### src/rtl/cjtag_host.sv
// cJTAG OScan1 host: escapes, OAC activation and three-slot SCAN transfers on TCKC/TMSC.
// Define CJTAG_HOST_SCAN_CNT_EN to add the scan_cnt_o completed-scan counter.
module cjtag_host #(
    parameter int CLK_DIV = 4
) (
    input  logic        clk_i,
    input  logic        rst_i,
    input  logic        cmd_valid_i,
    output logic        cmd_ready_o,
    input  logic [1:0]  cmd_op_i,
    input  logic        cmd_tms_i,
    input  logic        cmd_tdi_i,
    output logic        rsp_valid_o,
    output logic        rsp_tdo_o,
    output logic        rsp_err_o,
    output logic        tckc_o,
    output logic        tmsc_o,
    output logic        tmsc_oe_o,
    input  logic        tmsc_i,
`ifdef CJTAG_HOST_SCAN_CNT_EN
    output logic        online_o,
    output logic [15:0] scan_cnt_o
`else
    output logic        online_o
`endif
);

    typedef enum logic [3:0] {
        IDLE, S_NTDI, S_TMS, S_TDO, ESC_RISE, ESC_TOG, ESC_FALL, OAC_SHIFT, ERR_RSP
    } state_t;

    localparam logic [1:0]  OP_SCAN  = 2'b00;
    localparam logic [1:0]  OP_ACT   = 2'b01;
    localparam logic [1:0]  OP_RST   = 2'b10;
    localparam logic [7:0]  DIV_LOAD = 8'(CLK_DIV - 1);
    // {CP, EC, OAC}, shifted out LSB first
    localparam logic [11:0] OAC_WORD = 12'b0000_1000_1100;
    localparam logic [2:0]  TOG_ACT  = 3'd5;
    localparam logic [2:0]  TOG_RST  = 3'd7;

    state_t      state;
    logic [7:0]  div_cnt;
    logic        div_tc;
    logic        phase;
    logic [2:0]  tog_cnt;
    logic [3:0]  slot_cnt;
    logic [10:0] oac_sh;
    logic        tms_q;
    logic        act_q;

    assign div_tc = (div_cnt == 8'd0);

    always_ff @(posedge clk_i or posedge rst_i) begin
        if (rst_i) begin
            state       <= IDLE;
            div_cnt     <= DIV_LOAD;
            phase       <= 1'b0;
            tog_cnt     <= 3'd0;
            slot_cnt    <= 4'd0;
            oac_sh      <= 11'd0;
            tms_q       <= 1'b0;
            act_q       <= 1'b0;
            cmd_ready_o <= 1'b0;
            rsp_valid_o <= 1'b0;
            rsp_tdo_o   <= 1'b0;
            rsp_err_o   <= 1'b0;
            tckc_o      <= 1'b0;
            tmsc_o      <= 1'b1;
            tmsc_oe_o   <= 1'b1;
            online_o    <= 1'b0;
        end else begin
            rsp_valid_o <= 1'b0;
            rsp_err_o   <= 1'b0;
            case (state)
                IDLE: begin
                    cmd_ready_o <= 1'b1;
                    tckc_o      <= 1'b0;
                    tmsc_o      <= 1'b1;
                    tmsc_oe_o   <= 1'b1;
                    div_cnt     <= DIV_LOAD;
                    phase       <= 1'b0;
                    if (cmd_valid_i && cmd_ready_o) begin
                        case (cmd_op_i)
                            OP_SCAN: begin
                                cmd_ready_o <= 1'b0;
                                if (online_o) begin
                                    state  <= S_NTDI;
                                    tmsc_o <= ~cmd_tdi_i;
                                    tms_q  <= cmd_tms_i;
                                end else begin
                                    state <= ERR_RSP;
                                end
                            end
                            OP_ACT, OP_RST: begin
                                cmd_ready_o <= 1'b0;
                                state       <= ESC_RISE;
                                tckc_o      <= 1'b1;
                                act_q       <= (cmd_op_i == OP_ACT);
                            end
                            default: ;
                        endcase
                    end
                end

                // Shared slot engine: low half, rising edge, high half, falling edge advances.
                S_NTDI, S_TMS, S_TDO, OAC_SHIFT: begin
                    if (!div_tc) begin
                        div_cnt <= div_cnt - 8'd1;
                        if (state == S_TDO && phase && div_cnt == 8'd1)
                            rsp_valid_o <= 1'b1;
                    end else begin
                        div_cnt <= DIV_LOAD;
                        phase   <= ~phase;
                        if (!phase) begin
                            tckc_o <= 1'b1;
                            if (state == S_TDO)
                                rsp_tdo_o <= tmsc_i;
                        end else begin
                            tckc_o <= 1'b0;
                            case (state)
                                S_NTDI: begin
                                    state  <= S_TMS;
                                    tmsc_o <= tms_q;
                                end
                                S_TMS: begin
                                    state     <= S_TDO;
                                    tmsc_oe_o <= 1'b0;
                                end
                                S_TDO: begin
                                    state       <= IDLE;
                                    tmsc_o      <= 1'b1;
                                    tmsc_oe_o   <= 1'b1;
                                    cmd_ready_o <= 1'b1;
                                end
                                default: begin
                                    if (slot_cnt == 4'd0) begin
                                        state       <= IDLE;
                                        tmsc_o      <= 1'b1;
                                        online_o    <= 1'b1;
                                        cmd_ready_o <= 1'b1;
                                    end else begin
                                        slot_cnt <= slot_cnt - 4'd1;
                                        tmsc_o   <= oac_sh[0];
                                        oac_sh   <= oac_sh >> 1;
                                    end
                                end
                            endcase
                        end
                    end
                end

                ESC_RISE: begin
                    if (!div_tc) begin
                        div_cnt <= div_cnt - 8'd1;
                    end else begin
                        div_cnt <= DIV_LOAD;
                        state   <= ESC_TOG;
                        tmsc_o  <= ~tmsc_o;
                        tog_cnt <= act_q ? TOG_ACT : TOG_RST;
                    end
                end

                ESC_TOG: begin
                    if (!div_tc) begin
                        div_cnt <= div_cnt - 8'd1;
                    end else begin
                        div_cnt <= DIV_LOAD;
                        if (tog_cnt == 3'd0) begin
                            state  <= ESC_FALL;
                            tckc_o <= 1'b0;
                            tmsc_o <= 1'b1;
                            if (!act_q)
                                online_o <= 1'b0;
                        end else begin
                            tmsc_o  <= ~tmsc_o;
                            tog_cnt <= tog_cnt - 3'd1;
                        end
                    end
                end

                ESC_FALL: begin
                    if (!div_tc) begin
                        div_cnt <= div_cnt - 8'd1;
                    end else begin
                        div_cnt <= DIV_LOAD;
                        phase   <= 1'b0;
                        if (act_q) begin
                            state    <= OAC_SHIFT;
                            tmsc_o   <= OAC_WORD[0];
                            oac_sh   <= OAC_WORD[11:1];
                            slot_cnt <= 4'd11;
                        end else begin
                            state       <= IDLE;
                            cmd_ready_o <= 1'b1;
                        end
                    end
                end

                ERR_RSP: begin
                    state       <= IDLE;
                    rsp_valid_o <= 1'b1;
                    rsp_err_o   <= 1'b1;
                    rsp_tdo_o   <= 1'b0;
                    cmd_ready_o <= 1'b1;
                end

                default: state <= IDLE;
            endcase
        end
    end

`ifdef CJTAG_HOST_SCAN_CNT_EN
    always_ff @(posedge clk_i or posedge rst_i) begin
        if (rst_i)
            scan_cnt_o <= 16'd0;
        else if (rsp_valid_o && !rsp_err_o)
            scan_cnt_o <= scan_cnt_o + 16'd1;
    end
`endif

endmodule

### config.mk
export PLATFORM = sky130hd
export DESIGN_NAME = cjtag_host
export DESIGN_NICKNAME = d
export VERILOG_FILES = /design/src/rtl/cjtag_host.sv
export SDC_FILE = /design/constraint.sdc
export NUM_CORES = 1
export LEC_CHECK = 0
export ABC_AREA = 1
export CAP_MARGIN = 15
export CORE_MARGIN = 4
export CORE_UTILIZATION = 45
export CTS_BUF_LIST = sky130_fd_sc_hd__clkbuf_16
export DETAILED_ROUTE_END_ITERATION = 12
export DONT_BUFFER_PORTS = 1
export HOLD_SLACK_MARGIN = 0.05
export PLACE_DENSITY_LB_ADDON = 0.1
export SYNTH_ARGS = -nofsm -noshare
export SYNTH_HDL_FRONTEND = slang
export SYNTH_SLANG_ARGS = --single-unit
### constraint.sdc
create_clock -name clk_i -period 2.2 [get_ports clk_i]
set_input_delay 0.44 -clock clk_i [delete_from_list [all_inputs] [get_ports clk_i]]
set_output_delay 0.44 -clock clk_i [all_outputs]
set_load 0.02 [all_outputs]
==> results.md, run 1 <==
* Final core utilization at 0.510
* Post-synthesis compound-gate area fraction at 0.0832
* Die width at 82.7 um
* Crit. End Element: register
* Die height at 82.7 um
* Area leader, netlist: dfrtp_1
* I/O Buffers at 0
* Final Hold Violating Endpoints at 0
* Final Instance Area at 2690 um^2
* Tightest Hold Check Type: input pin to async pin
* Critical path required time at 2.36 ns
* Slowest CP cell: dfstp_2
* Worst hold margin at 0.171 ns
* Initial antenna violation count at 0
* Total GRT Usage at 0.182
* Post_cts resized at 0
* R2R depth at 11
* Peak fanout along the critical path at 14
* Mapped Area at 2510 um^2
* Post-synthesis sequential area ratio at 0.371
* Hpwl dp at 4010 um
* Crit Path Class: register to register
* Max Freq at 542 MHz
* Crit-path max cell delay at 0.36 ns
* Residual DRC at 0
* Setup Skew at 0.00450 ns
* Pwr dens at 1690 nW/um^2
* Reg2reg setup slack at 0.35 ns
* Min Tclk post-route at 1.85 ns
* Maximum VDD drop at 857 uV
* # setup viols final at 0
* WL final at 5470 um
* CTS root buf: clkbuf_16
* Reg2Reg Capture Point: oac_sh[6]
* Ant diodes at 0
* Overflow after GRT at 0
* Share of cells above drive strength 1 at 0.185
* Fin crit share at 0.839
* Worst Tran Pin Value at 0.483 ns
* Synth top area share at 0.329
* Area delta synth->final at 6.97%
* CTS sink cnt at 37
* Worst-skew pair later-pin latency at 0.28 ns
* Post-synthesis adder-cell area fraction at 0.0498
* CP bufs+invs at 3
* Vias in the first global route at 1,926
* #FFs+latches synth at 37
* Pleak at 1.40 nW
* Initial DRC count at 116
* Final GP Congestion at 0.823
* Depth of the CTS H-tree at 2
* Fin cells at 394
* Setup tns final at 0 ns
* Reg clk slew, reported paths at 0.05 ns
* Bufs on Longest Clock Path at 2
* Synth unique cells at 34
* RSZ-0062 raised after global routing: no
* Post-CTS Setup Inserts at 0
* Mapped Avg Cell Area at 7.83 um^2
* Fraction of synthesized cell area in xor and xnor cells at 0.0209
* Critical Path, Cell by Cell: inv_1 > ha_1 > nand2_1 > nor2_4 > inv_1 > nand2_2 > nand2_4 > inv_4 > nand2_4 > nand2_2 > nand2_1
* Detailed Routing Iterations Pass 1 at 4
* Fill cell count at 533
* Largest family of logic cells by synthesized area: simple AND/OR/NAND/NOR gates
* Largest cells by area after synthesis: dfrtp_1 (33%), nand2_1 (11%), nand3_1 (7.0%), nand2_2 (5.5%), ha_1 (5.0%)
* Vias per inst at 5.16
* Rows at 26
* Outcome: finished clean
* Hold_buf cts at 0
* Die footprint at 6840 um^2
* Post-Place Cell Area at 2550 um^2
* Crit path from: div_cnt[0]
* Syn nets at 339
* Mux cell area share after synthesis at 0
* Simple-Gate Fraction of Synth Area at 0.394
* Mapped Cells at 321
* IO Pins at 16
* Routed via count at 2,032
* Antenna-violating nets left at 0
* Cell family with most CP delay: simple AND/OR/NAND/NOR gates
* Max cap viols at 0
* TritonCTS clock tree: built
* Global-route wire length before repair at 9400 um
* Reg2reg start: div_cnt[0]
* Avg WL per Cell at 13.9 um
* Crit path DAT at 2.01 ns
* Placed cell count at 387
* Worst setup SP type: register
* Core region area at 5270 um^2
* Largest net degree at the start of global routing at 38
* Pins over their slew limit at 0
* Final nets at 342
* Num CTS Buffers at 5
* Initial core utilization at 0.477
* Max transition margin at 0.678
* Synth warn at 0
==> worst max-delay path by stage <==
stage	to	depth (start not counted)
global placement	oac_sh[5]	11
finish	oac_sh[6]	11
global route	oac_sh[6]	11
CTS	oac_sh[6]	11
floorplan	oac_sh[0]	11
detailed placement	oac_sh[6]	11
==> power breakdown <==
group          leakage (nW)  switching (mW)  total (mW)  internal, mW
Clock                0.0685           0.256       0.661         0.405
Sequential            0.470           0.364        1.36         0.999
Combinational         0.858            1.67        2.53         0.854
Total                  1.40            2.29        4.55          2.26
==> cells by family after synthesis <==
kind of cell             count (synthesis)
AO/OA/AOI/OAI                           35
XOR/XNOR                                 6
adder cells (fa/ha/maj)                 10
buffers and inverters                   44
flip-flops                              37
AND/OR/NAND/NOR                        189
==> worst reg2reg max path: stages (launching register included) <==
cell     delay, ns
dfstp_2       0.36
inv_1         0.15
ha_1          0.17
nand2_1       0.09
nor2_4        0.22
inv_1         0.13
nand2_2       0.11
nand2_4       0.06
inv_4         0.14
nand2_4       0.16
nand2_2       0.09
nand2_1       0.05
==> cell usage after synthesis, drive strengths merged <==
| cell | number |
|---|---|
| xor2 | 3 |
| xnor2 | 3 |
| a21boi | 1 |
| nand3 | 36 |
| dfstp | 4 |
| buf | 6 |
| o22ai | 2 |
| or2 | 3 |
| ha | 10 |
| dfrtp | 33 |
| inv | 38 |
| nand3b | 6 |
| o21ai | 23 |
| nand2 | 103 |
| a22oi | 1 |
| nand4 | 4 |
| nor2 | 37 |
| a31oi | 1 |
| a21oi | 6 |
| o31ai | 1 |
==> layout make-up <==
class                      instances  area, um^2  share of cell area
clock buffer                       5         125              0.0466
clock inverter                     2        7.51             0.00279
inverter                          38         145              0.0540
multi-input combinational        240        1380               0.512
sequential                        37         931               0.346
tap                               70        87.6              0.0326
timing repair buffer               2        15.0             0.00559
==> registers in the layout (all words and copies together), names as in the netlist <==
| register | cells |
|---|---|
| rsp_tdo_o | 1 |
| online_o | 1 |
| tmsc_oe_o | 1 |
| rsp_valid_o | 1 |
| tmsc_o | 1 |
| act_q | 1 |
| slot_cnt | 4 |
| phase | 1 |
| state | 4 |
| tckc_o | 1 |
| rsp_err_o | 1 |
| cmd_ready_o | 1 |
| oac_sh | 7 |
| div_cnt | 8 |
| tog_cnt | 3 |
| tms_q | 1 |
==> layout by cell type (no fill, tap or decap), drive strengths merged <==
cell      n
a21boi    1
a21oi     6
a22oi     1
a31oi     1
buf       2
clkbuf    5
clkinv    1
dfrtp    33
dfstp     4
ha       10
inv      39
nand2   103
nand3    36
nand3b    6
nand4     4
nor2     37
o21ai    23
o22ai     2
o31ai     1
or2       3
xnor2     3
xor2      3
==> routing by layer <==
metal	vias to the layer above	part of all wire	wire length [um]	global-route usage
met3	4	0.058	318	0.0510
met5	-	0	0	0
met4	0	0.0082	45	0.0392
met1	944	0.51	2810	0.267
li1	1032	-	-	-
met2	52	0.42	2300	0.266
==> through the flow <==
step           worst slack (ns)  total power, mW
2_1_floorplan             0.596             3.50
3_3_place_gp              0.345             3.88
3_5_place_dp              0.343             3.89
4_1_cts                   0.324             4.57
5_1_grt                   0.160             4.99
6_report                  0.354             4.55
Note: power is estimated with default switching activity, not from simulation.
==> inputs of run 2 (changes only) <==
- clock period: 2.2 -> 1.6 ns (I/O delays scaled with it)
==> results.md, run 2 (same netlist as run 1, synthesis figures left out) <==
* Critical Path, Cell by Cell: inv_2 > nand2_2 > nand2_4 > nand2_4 > nand2_4 > inv_4 > a21oi_4 > nand2_4 > nand2_1 > nand2_1
* Pleak at 1.64 nW (+18%)
* Placed cell count at 426 (+10%)
* Die height at 82.7 um (unchanged)
* Max Freq at 645 MHz (+19%)
* Rows at 26 (unchanged)
* Reg2Reg Capture Point: state[2]
* Antenna-violating nets left at 0 (unchanged)
* Pwr dens at 2460 nW/um^2 (+45%)
* Min Tclk post-route at 1.55 ns (-0.294 ns)
* Share of cells above drive strength 1 at 0.345 (+0.160)
* Most frequent CP cell: nand2_4
* Worst hold margin at 0.0528 ns (-0.118 ns)
* Bufs on Longest Clock Path at 2 (unchanged)
* Crit Path Class: register to register
* Commonest non-fill, non-tap cell in the layout: nand2_1
* Die footprint at 6840 um^2 (unchanged)
* Worst Tran Pin Value at 0.483 ns (-0.000166 ns)
* Total GRT Usage at 0.195 (+0.0131)
* Max reg flops at 8 (unchanged)
* Crit-path max cell delay at 0.46 ns (+0.10 ns)
* Num CTS Buffers at 5 (unchanged)
* CTS root buf: clkbuf_16
* RSZ-0062 raised after global routing: yes
* Overflow after GRT at 0 (unchanged)
* Comb pwr share at 0.630 (+0.075)
* Avg WL per Cell at 13.3 um (-4.0%)
* Initial core utilization at 0.477 (unchanged)
* Setup tns final at 0 ns (unchanged)
* Switching power of the nets at 3.60 mW (+57%)
* Area delta synth->final at 25.9%
* Crit path from: state[0]
* Hpwl dp at 4350 um (+8.6%)
* Initial antenna violation count at 0 (unchanged)
* Crit path DAT at 1.71 ns (-0.30 ns)
* CTS sink cnt at 37 (unchanged)
* Critical path required time at 1.76 ns (-0.60 ns)
* Cell Int Power at 4.17 mW (+85%)
* Largest net degree at the start of global routing at 38 (unchanged)
* Clk network pwr share at 0.142 (-0.003)
* Setup Skew at 0.00295 ns (-0.00155 ns)
* Reg2reg setup slack at 0.05 ns (-0.31 ns)
* Global-route wire length before repair at 10,200 um (+8.7%)
* Flop pwr share at 0.229 (-0.071)
* I/O Buffers at 0 (unchanged)
* Footprint of the multi-input gates at 1450 um^2 (+5.2%)
* Final nets at 388 (+13%)
* Sw Share at 0.464 (-0.0402)
* Residual DRC at 0 (unchanged)
* Fin cells at 441 (+12%)
* Fill cell count at 504 (-5.4%)
* Pins over their slew limit at 0 (unchanged)
* Final GP Congestion at 0.867 (+5.4%)
* Reg clk slew, reported paths at 0.06 ns (about the same)
* Maximum VDD drop at 1440 uV (+68%)
* Worst-skew pair later-pin latency at 0.27 ns (about the same)
* Fin crit share at 0.970 (+0.131)
* Detailed Routing Iterations Pass 1 at 4 (unchanged)
* Routed via count at 2,210 (+8.8%)
* Ant diodes at 0 (unchanged)
* Hold_buf cts at 0 (unchanged)
* Biggest regs: div_cnt (8), oac_sh (7)
* Die width at 82.7 um (unchanged)
* Final Hold Violating Endpoints at 0 (unchanged)
* Vias per inst at 5.01 (-2.8%)
* WL final at 5880 um (+7.4%)
* Slowest CP cell: dfrtp_2
* Max cap viols at 0 (unchanged)
* Peak fanout along the critical path at 7 (-7)
* Core region area at 5270 um^2 (unchanged)
* R2R depth at 10 (-1)
* FF+latch area at 936 um^2 (+0.54%)
* Tightest Hold Check Type: input pin to async pin
* # setup viols final at 0 (unchanged)
* Depth of the CTS H-tree at 2 (unchanged)
* TritonCTS clock tree: built
* Crit. End Element: register
* Initial DRC count at 136 (+17%)
* Outcome: finished clean
* Worst setup SP type: register
* Most frequent cells in the layout: nand2_1 (67), buf_4 (46), inv_1 (31)
* Reg2reg start: state[0]
* Register bank with the most flops: div_cnt
* Max transition margin at 0.678 (about the same)
* Setup crit end: state[2]
* IO Pins at 16 (unchanged)
* Vias in the first global route at 2,132 (+11%)
-- run 2: cell types whose count changed in the layout (fill, tap and decap cells not counted), moves of 5 or more --
cell / previous run / this run
nand3_1: 35 / 30
buf_4: 2 / 46
nand3_2: 0 / 5
nand2_1: 72 / 67
o21ai_1: 1 / 7
o21ai_0: 21 / 15
-- run 2: layout make-up --
type	count	share of cell area
Clock inverter	3	0.0119
Inverter	38	0.0483
Multi-Input combinational cell	240	0.458
Timing Repair Buffer	48	0.119
Clock buffer	5	0.0396
Tap cell	70	0.0277
Sequential cell	37	0.296
-- run 2: layer usage --
metal | global-route usage | vias up | share of wire
li1 | - | 1126 | -
met1 | 0.285 | 1027 | 0.48
met2 | 0.298 | 53 | 0.45
met3 | 0.0423 | 4 | 0.060
met4 | 0.0376 | 0 | 0.0051
met5 | 0 | - | 0
-- run 2: timing repair --
| item | 4_1_cts | 5_1_grt |
|---|---|---|
| pin swaps | 0 | 7 |
| buffers inserted | 1 | 6 |
| gates resized for setup | 3 | 31 |
| endpoints found under the setup margin | 15 | 30 |
-- run 2: worst max-delay path: cells and delay by family, from the launching register on --
kind	cells	cell delay, ns
AND/OR/NAND/NOR	7	0.62
buffers and inverters	2	0.15
AO/OA/AOI/OAI	1	0.21
flip-flops	1	0.46
-- run 2: how the worst min path moves through the flow --
stage	start	slack (ns)	end	cells past startpoint
final	rst_i	0.05	rsp_err_o	2
after global routing	rst_i	0.1	div_cnt[3]	2
after CTS	rst_i	0.07	rsp_err_o	2
after detailed placement	rst_i	0.36	rsp_tdo_o	2
after global placement	rst_i	0.36	rsp_tdo_o	2
after floorplan	oac_sh[2]	0.45	oac_sh[2]	2
-- run 2: power by group through the flow --
stage	Sequential, mW	Clock [mW]	Combinational [mW]
after CTS	1.78	1.12	4.46
after floorplan	1.74	0	3.08
after global placement	1.78	0	4.31
final	1.78	1.10	4.89
after global routing	1.84	1.17	5.47
after detailed placement	1.78	0	4.34
-- run 2: per-stage QoR --
stage	utilization	worst slack, ns	cell area (um^2)	power [mW]
after floorplan	-	0.0146	2510	4.82
after global placement	0.543	-0.0319	2860	6.09
after detailed placement	0.543	-0.0301	2860	6.12
after CTS	0.578	-0.00191	3040	7.36
after global routing	0.600	-0.0499	3160	8.49
final	0.600	0.0486	3160	7.77
==> inputs of run 3 (changes only) <==
- CAP_MARGIN: 15 -> 25
- CTS_CLUSTER_DIAMETER: default -> 100
- SLEW_MARGIN: default -> 25
==> results of run 3 <==
Final layout, timing and power as in run 2 (identical DEF).
